`config.mk`:
```
export PLATFORM = sky130hd
export DESIGN_NAME = id_ex_pipe
export DESIGN_NICKNAME = d
export VERILOG_FILES = /design/src/rtl/id_ex_pipe_pkg.sv /design/src/rtl/id_ex_pipe_fwd.sv /design/src/rtl/id_ex_pipe.sv
export SDC_FILE = /design/constraint.sdc
export NUM_CORES = 1
export LEC_CHECK = 0
export CAP_MARGIN = 20
export CORE_MARGIN = 1.5
export CORE_UTILIZATION = 55
export CTS_BUF_LIST = sky130_fd_sc_hd__clkbuf_4 sky130_fd_sc_hd__clkbuf_8
export DETAILED_ROUTE_END_ITERATION = 6
export PLACE_DENSITY = 0.88
export SLEW_MARGIN = 25
export SYNTH_ARGS = -nofsm -noshare
export SYNTH_HDL_FRONTEND = slang
export SYNTH_SLANG_ARGS = --single-unit
```
`constraint.sdc`:
```
create_clock -name clk -period 2.5 [get_ports clk]
set_input_delay 0.25 -clock clk [delete_from_list [all_inputs] [get_ports clk]]
set_output_delay 0.25 -clock clk [all_outputs]
set_load 0.05 [all_outputs]
```
`src/rtl/id_ex_pipe_pkg.sv`:
```
// rtl/id_ex_pipe_pkg.sv - shared widths and state encoding for the ID->EX pipeline stage
package id_ex_pipe_pkg;

    localparam int DATA_W_DEF = 32;
    localparam int ADDR_W_DEF = 5;
    localparam int CTRL_W_DEF = 4;

    typedef enum logic [1:0] {
        ID_EX_EMPTY = 2'd0,
        ID_EX_HALF  = 2'd1,
        ID_EX_FULL  = 2'd2
    } id_ex_state_e;

    // Packed entry layout: {pc, op1, op2, rs1, rs2, rd, we, alu_ctrl, sub, sign}
    function automatic int entry_width(input int dw, input int aw, input int cw);
        return 3 * dw + 3 * aw + cw + 3;
    endfunction

endpackage

```
`src/rtl/id_ex_pipe_fwd.sv`:
```
// rtl/id_ex_pipe_fwd.sv - operand patch from the writeback port (x0 never forwards)
module opd_fwd
    import id_ex_pipe_pkg::*;
#(
    parameter int DATA_W = DATA_W_DEF,
    parameter int ADDR_W = ADDR_W_DEF
) (
    input  logic [ADDR_W-1:0] rs_i,
    input  logic [DATA_W-1:0] op_i,
    input  logic              wb_we_i,
    input  logic [ADDR_W-1:0] wb_addr_i,
    input  logic [DATA_W-1:0] wb_data_i,
    output logic [DATA_W-1:0] op_o
);

    assign op_o = (wb_we_i && (wb_addr_i != '0) && (wb_addr_i == rs_i)) ? wb_data_i : op_i;

endmodule

```
`src/rtl/id_ex_pipe.sv`:
```
// rtl/id_ex_pipe.sv - ID->EX stage with two-entry skid buffer; FORWARD_EN adds writeback forwarding
module id_ex_pipe
    import id_ex_pipe_pkg::*;
#(
    parameter int DATA_W = DATA_W_DEF,
    parameter int ADDR_W = ADDR_W_DEF,
    parameter int CTRL_W = CTRL_W_DEF
) (
    input  logic              clk,
    input  logic              rst,
    input  logic              flush,
    input  logic              in_valid,
    output logic              in_ready,
    input  logic [DATA_W-1:0] in_pc,
    input  logic [DATA_W-1:0] in_op1,
    input  logic [DATA_W-1:0] in_op2,
    input  logic [ADDR_W-1:0] in_rs1,
    input  logic [ADDR_W-1:0] in_rs2,
    input  logic [ADDR_W-1:0] in_rd,
    input  logic              in_we,
    input  logic [CTRL_W-1:0] in_alu_ctrl,
    input  logic              in_sub,
    input  logic              in_sign,
    input  logic              out_ready,
`ifdef FORWARD_EN
    input  logic              wb_we,
    input  logic [ADDR_W-1:0] wb_addr,
    input  logic [DATA_W-1:0] wb_data,
`endif
    output logic              out_valid,
    output logic [DATA_W-1:0] out_pc,
    output logic [DATA_W-1:0] out_op1,
    output logic [DATA_W-1:0] out_op2,
    output logic [ADDR_W-1:0] out_rs1,
    output logic [ADDR_W-1:0] out_rs2,
    output logic [ADDR_W-1:0] out_rd,
    output logic              out_we,
    output logic [CTRL_W-1:0] out_alu_ctrl,
    output logic              out_sub,
    output logic              out_sign
);

    localparam int ENTRY_W = entry_width(DATA_W, ADDR_W, CTRL_W);
    localparam int OFF_RS1 = 3 + CTRL_W + 2 * ADDR_W;
    localparam int OFF_OP2 = OFF_RS1 + ADDR_W;
    localparam int OFF_OP1 = OFF_OP2 + DATA_W;

    id_ex_state_e       state_q;
    logic [ENTRY_W-1:0] main_q;
    logic [ENTRY_W-1:0] skid_q;
    logic               in_ready_q;
    logic               out_valid_q;

    // Index 0 = entry being captured, 1 = main, 2 = skid
    logic [ENTRY_W-1:0] raw   [3];
    logic [ENTRY_W-1:0] fwd   [3];

    logic in_xfer;
    logic out_xfer;

    assign in_xfer  = in_valid & in_ready_q;
    assign out_xfer = out_valid_q & out_ready;

    assign raw[0] = {in_pc, in_op1, in_op2, in_rs1, in_rs2, in_rd,
                     in_we, in_alu_ctrl, in_sub, in_sign};
    assign raw[1] = main_q;
    assign raw[2] = skid_q;

    for (genvar e = 0; e < 3; e++) begin : g_entry
`ifdef FORWARD_EN
        logic [DATA_W-1:0] op1_f;
        logic [DATA_W-1:0] op2_f;

        opd_fwd #(.DATA_W(DATA_W), .ADDR_W(ADDR_W)) u_fwd_op1 (
            .rs_i      (raw[e][OFF_RS1 +: ADDR_W]),
            .op_i      (raw[e][OFF_OP1 +: DATA_W]),
            .wb_we_i   (wb_we),
            .wb_addr_i (wb_addr),
            .wb_data_i (wb_data),
            .op_o      (op1_f)
        );

        opd_fwd #(.DATA_W(DATA_W), .ADDR_W(ADDR_W)) u_fwd_op2 (
            .rs_i      (raw[e][OFF_RS1 - ADDR_W +: ADDR_W]),
            .op_i      (raw[e][OFF_OP2 +: DATA_W]),
            .wb_we_i   (wb_we),
            .wb_addr_i (wb_addr),
            .wb_data_i (wb_data),
            .op_o      (op2_f)
        );

        assign fwd[e] = {raw[e][ENTRY_W-1 -: DATA_W], op1_f, op2_f, raw[e][OFF_RS1+ADDR_W-1:0]};
`else
        assign fwd[e] = raw[e];
`endif
    end

    always_ff @(posedge clk) begin
        if (rst) begin
            state_q     <= ID_EX_EMPTY;
            main_q      <= '0;
            skid_q      <= '0;
            in_ready_q  <= 1'b1;
            out_valid_q <= 1'b0;
        end else if (flush) begin
            state_q     <= ID_EX_EMPTY;
            in_ready_q  <= 1'b1;
            out_valid_q <= 1'b0;
        end else begin
            // Held entries always take the (possibly forwarded) copy of themselves
            main_q <= fwd[1];
            skid_q <= fwd[2];
            case (state_q)
                ID_EX_EMPTY: begin
                    if (in_xfer) begin
                        main_q      <= fwd[0];
                        state_q     <= ID_EX_HALF;
                        out_valid_q <= 1'b1;
                    end
                end
                ID_EX_HALF: begin
                    if (in_xfer && out_xfer) begin
                        main_q <= fwd[0];
                    end else if (in_xfer) begin
                        skid_q     <= fwd[0];
                        state_q    <= ID_EX_FULL;
                        in_ready_q <= 1'b0;
                    end else if (out_xfer) begin
                        state_q     <= ID_EX_EMPTY;
                        out_valid_q <= 1'b0;
                    end
                end
                ID_EX_FULL: begin
                    if (out_xfer) begin
                        main_q     <= fwd[2];
                        state_q    <= ID_EX_HALF;
                        in_ready_q <= 1'b1;
                    end
                end
                default: begin
                    state_q     <= ID_EX_EMPTY;
                    in_ready_q  <= 1'b1;
                    out_valid_q <= 1'b0;
                end
            endcase
        end
    end

    assign in_ready  = in_ready_q;
    assign out_valid = out_valid_q;
    assign {out_pc, out_op1, out_op2, out_rs1, out_rs2, out_rd,
            out_we, out_alu_ctrl, out_sub, out_sign} = main_q;

endmodule

```
======== Word-level counts from Yosys, hierarchy flattened ========
Cells that the tools add are included.
word-level totals
  memory bits (read-only) ................. 0
  RAM bits ................................ 0
  memories ................................ 0
  bits in latches ......................... 0
  bits of input ports ..................... 123
  output and inout bits ................... 120
  register bits after elaboration ......... 240
operators by class
  $lt $le $gt $ge ......................... 0
  reductions and logical operators ........ 9
  eq/ne operators ......................... 10
  add/subtract/negate cells ............... 0
  div/mod/pow operators ................... 0
  multipliers ............................. 0
  bitwise operators ....................... 6
  muxes and demuxes ....................... 19
  shift operators ......................... 0
operator list
  cell                                                              number
  118-bit 2-to-1 mux                                                3
  118-bit case mux with 3 select lines                              1
  2-bit inequality test (second input constant)                     7
  4-bit AND reduction                                               3
  2-bit 2-to-1 mux                                                  5
  5-bit AND reduction                                               2
  1-bit 2-to-1 mux                                                  7
  1-bit case mux with 3 select lines                                2
  2-bit case mux with 3 select lines                                1
  1-bit inverter                                                    4
  3-bit inequality test (second input constant)                     1
  3-bit nonzero test                                                1
  1-bit bitwise AND                                                 2
  2-bit by 1-bit == test with 1-bit output (second input constant)  1
  2-bit == test (second input constant)                             1
  2-bit zero test                                                   1
  2-bit OR reduction                                                1
  1-bit logical AND                                                 1

======== Longest topological paths before layout ========
  depth after elaboration ................. 5
  mapped depth ............................ 7
  depth with buffers taken out ............ 4

======== Least setup slack after synthesis ========
No wires, ideal clock.
  path kind ............................... reg2reg
  from .................................... reg in_ready_q (netlist: in_ready)
  to ...................................... reg skid_q[100]
  required time ........................... 2.368 ns
  setup time .............................. 0.132 ns
  cell stages (with the launch flop) ...... 8
  path buffers ............................ 3
  clock period less this slack ............ 2.060 ns
  setup slack ............................. 0.440 ns
  arrival time ............................ 1.927 ns
  cells stage by stage .................... dfxtp_1 nand2_1 or4b_1 buf_2 buf_6 buf_6 nand2_1 a21oi_1
on the way
  cells in the longest elaborated chain, start to end .. 4
ends and longest elaborated chain
  element                          RTL line           RTL
  start, declared                  id_ex_pipe.sv:51   logic in_ready_q;
  start signal, assigned           id_ex_pipe.sv:103  in_ready_q <= 1'b1;
  start signal, assigned           id_ex_pipe.sv:107  in_ready_q <= 1'b1;
  start signal, assigned           id_ex_pipe.sv:127  in_ready_q <= 1'b0;
  1-bit bitwise AND *              id_ex_pipe.sv:61   assign in_xfer = in_valid & in_ready_q;
  1-bit logical AND                id_ex_pipe.sv:122  if (in_xfer && out_xfer) begin
  1-bit inverter (no line)         n/a
  4-bit AND reduction (no line) *  n/a
  end signal, assigned             id_ex_pipe.sv:112  skid_q <= fwd[2];
  end signal, assigned             id_ex_pipe.sv:125  skid_q <= fwd[0];
  end, declared                    id_ex_pipe.sv:50   logic [ENTRY_W-1:0] skid_q;
Mark *: on every way between the ends. The rest lies on a longest branch, timed or not.
A chain may end at the register's enable or synchronous reset.

======== Worst setup path after layout ========
  from .................................... reg out_valid_q (netlist: out_valid)
  to ...................................... out out_valid
RTL lines
  element                 RTL line           RTL
  start, declared         id_ex_pipe.sv:52   logic out_valid_q;
  start signal, assigned  id_ex_pipe.sv:104  out_valid_q <= 1'b0;
  start signal, assigned  id_ex_pipe.sv:108  out_valid_q <= 1'b0;
  start signal, assigned  id_ex_pipe.sv:118  out_valid_q <= 1'b1;
  end, declared           id_ex_pipe.sv:30   output logic out_valid,
No word-level cell between the ends.

==> flow_summary_export.csv <==
group,metric,value,unit
run_status,outcome,"complete, no violations",
logic_synthesis,synth.top_cell.area_share,48.0,%
worst_setup_path,cp.required,2.25,ns
finish,drive_gt1_share,6.80,%
die,start_util,55.9,%
worst_setup_path,crit_buf_inv,1,
route,drc,0,
worst_setup_path,crit_arrival,1.75,ns
timing,hold_viol_final,0,
logic_synthesis,syn_area,10000,um2
global_route,gr-total-overflow,0,
clocking,root_buffer,"clkbuf_8",
global_route,grt_pass1_vias,8731,
timing,fin_ws,0.496,ns
placed_design,port_buffers,242,
route,routedWlPerCell,17.0,um
clocking,ctsResizeCount,0,
finish,fin_nets,1522,
timing,worstMarginPinSlew,0.828,ns
die,die_w,138,um
power,ir_drop,0.503,mV
logic_synthesis,synth_top_cells_by_area,"dfxtp_1 (48%), a21oi_1 (12%), nand2_1 (9.0%)",
clocking,numCtsBuffers,39,
worst_setup_path,crit_type,"flop to output port",
worst_setup_path,crit_chain,"clkdlybuf4s50_1",
clocking,ctsHoldBuffers,0,
die,die-area,19000,um2
finish,finish.instance_area,13300,um2
worst_setup_path,crit_slowest_cell,"clkdlybuf4s50_1",
min_path,hold_class,"input pin to flop",
clocking,htreeDepth,2,
logic_synthesis,avgSynthCellArea,8.16,um2
timing,finalClockSkew,0.0191,ns
worst_setup_path,critical_path.top_delay_family,"buffers and inverters",
logic_synthesis,syn-num-nets,1348,
finish,synthToLayoutAreaGrowth,33.2,%
timing,fin_crit,2.00,ns
timing,worst_hold_slack,0.220,ns
timing,timing.final.max_slew_violations,0,
global_route,grt_usage,28.5,%
power,p_leak,4.25,nW
timing,maxSlewHeadroom,44.8,%
finish,multi_input_area,4640,um2
global_route,grt_max_degree,180,
route,drt_iter0_drc,905,
worst_setup_path,cp-end-kind,"output port",
global_route,antenna_found_initial,1,
route,first_pass_iters,5,
clocking,postCtsSetupRepairBufs,0,
power,power.density,708,nW/um2
global_route,grt_pass1_wl,43.5,mm
logic_synthesis,synthCells,1225,
finish,seq_area,4810,um2
die,die_y,138,um
clocking,insertion_delay,0.53,ns
route,dr_total_vias,9625,
timing,fin_crit_sh,80.1,%
worst_setup_path,crit_start,"out_valid",
timing,fin_setup_tns,0,ns
clocking,cts_num_sinks,240,
logic_synthesis,yosysSeqAreaShare,48.0,%
placed_design,place_ws,0.217,ns
clocking,clk_path_buf_depth,3,
logic_synthesis,ys_types,30,
logic_synthesis,yosysWarnings,0,
worst_setup_path,worstPathMaxFanout,6,
route,via_per_inst,5.81,
route,wirelength,28.1,mm
die,coreArea,17900,um2
placed_design,gp_congestion,0.864,
placed_design,hpwl,16.8,mm
timing,fmax,0.499,GHz
job,max-cap-violations,0,
min_path,hold_path.startpoint,"rst",
timing,rsz0062_at_grt,"false",
die,ios,243,
worst_setup_path,startpoint_type,"flop",
die,rows,49,
worst_setup_path,critPathMaxStageDelay,0.83,ns
worst_setup_path,reg2reg_from,"state_q[1]",
logic_synthesis,yosys.area.top_type,"dfxtp_1",
finish,nFillCells,1315,
timing,finalSetupViolations,0,
route,ant_nets,0,
clocking,cts_tree,"yes",
placed_design,placed_area,12500,um2
power,p_total,9.43,mW
clocking,clk_pin_slew,0.06,ns
logic_synthesis,ys_seq_elements,240,
power by group:
| group | switching (mW) | internal, mW |
|---|---|---|
| combinational | 1.08 | 0.689 |
| sequential | 0.118 | 4.02 |
| clock | 1.50 | 2.02 |
metal layers:
metal / part of all wire [%] / wire length [um] / GRT usage [%] / vias to the layer above
met1: 42 / 11800 / 36.8 / 4478
met2: 47 / 13200 / 45.7 / 369
li1: - / - / - / 4705
met5: 0 / 0 / 0 / -
met3: 7.2 / 2030 / 6.14 / 73
met4: 3.9 / 1090 / 13.2 / 0
area by class of cell:
cell class                      instances  share of cell area (%)
Antenna cell                            1                  0.0188
Inverter                                1                  0.0282
Clock buffer                           66                    6.07
Multi-Input combinational cell        854                    34.8
Timing Repair Buffer                  263                    20.8
Clock inverter                          2                  0.0751
Sequential cell                       240                    36.1
Tap cell                              229                    2.15
synthesized netlist by cell type:
| cell | count |
|---|---|
| a211o_1 | 1 |
| a211oi_1 | 118 |
| a21boi_0 | 1 |
| a21o_1 | 1 |
| a21oi_1 | 238 |
| a221oi_2 | 1 |
| a31oi_1 | 1 |
| and2_1 | 1 |
| and2b_2 | 1 |
| buf_1 | 13 |
| buf_2 | 50 |
| buf_4 | 3 |
| buf_6 | 3 |
| clkbuf_1 | 61 |
| dfxtp_1 | 240 |
| inv_1 | 1 |
| nand2_1 | 241 |
| nand2b_1 | 118 |
| nand3_1 | 2 |
| nand3b_1 | 1 |
| nand4_1 | 1 |
| nor2_1 | 2 |
| nor2b_1 | 1 |
| nor4_1 | 1 |
| nor4b_1 | 1 |
| o21a_1 | 2 |
| o21ai_0 | 1 |
| o22ai_1 | 118 |
| or2_2 | 1 |
| or4b_1 | 1 |
flip-flops by register name (all words and copies together), names as in the netlist:
| register | cells |
|---|---|
| skid_q | 118 |
| main_q | 118 |
| in_ready | 1 |
| out_valid | 1 |
| state_q | 2 |
cells by family (layout without fill, tap and decap cells):
group,Yosys count,in the layout,synth area share (%)
and+or+nand+nor,372,372,17.3
other,0,1,0
DFF,240,240,48.0
AOI/OAI and AO/OA,482,482,28.8
buffers and inverters,131,332,5.88
cells in the final DEF, fill, tap and decap left out, types with 2 or more instances in the layout:
cell             Yosys  routed
a211oi_1           118     118
clkinv_2             0       2
buf_4                3       6
clkbuf_8             0      50
o22ai_1            118     118
dfxtp_1            240     239
clkbuf_4             0      16
nor2_1               2       2
a21oi_1            238     238
nand2_1            241     240
o21a_1               2       2
clkdlybuf4s50_1      0     241
buf_12               0      15
nand3_1              2       2
nand2b_1           118     118
path summary, 6_finish.rpt:
path	slack, ns	endpoint	cells after the start
worst max-delay path	0.50	out_valid	1
worst min-delay path	0.22	skid_q[86]	2
worst max register to register	0.53	main_q[92]	6
worst min register to register	0.45	skid_q[71]	2
through the flow:
stage               util [%]  instances
finish                  74.4       1656
global route            74.4       1655
CTS                     74.4       1655
detailed placement      69.8       1587
global placement        69.8       1587
floorplan                  -       1225
Power figures use the tool's default switching activity.
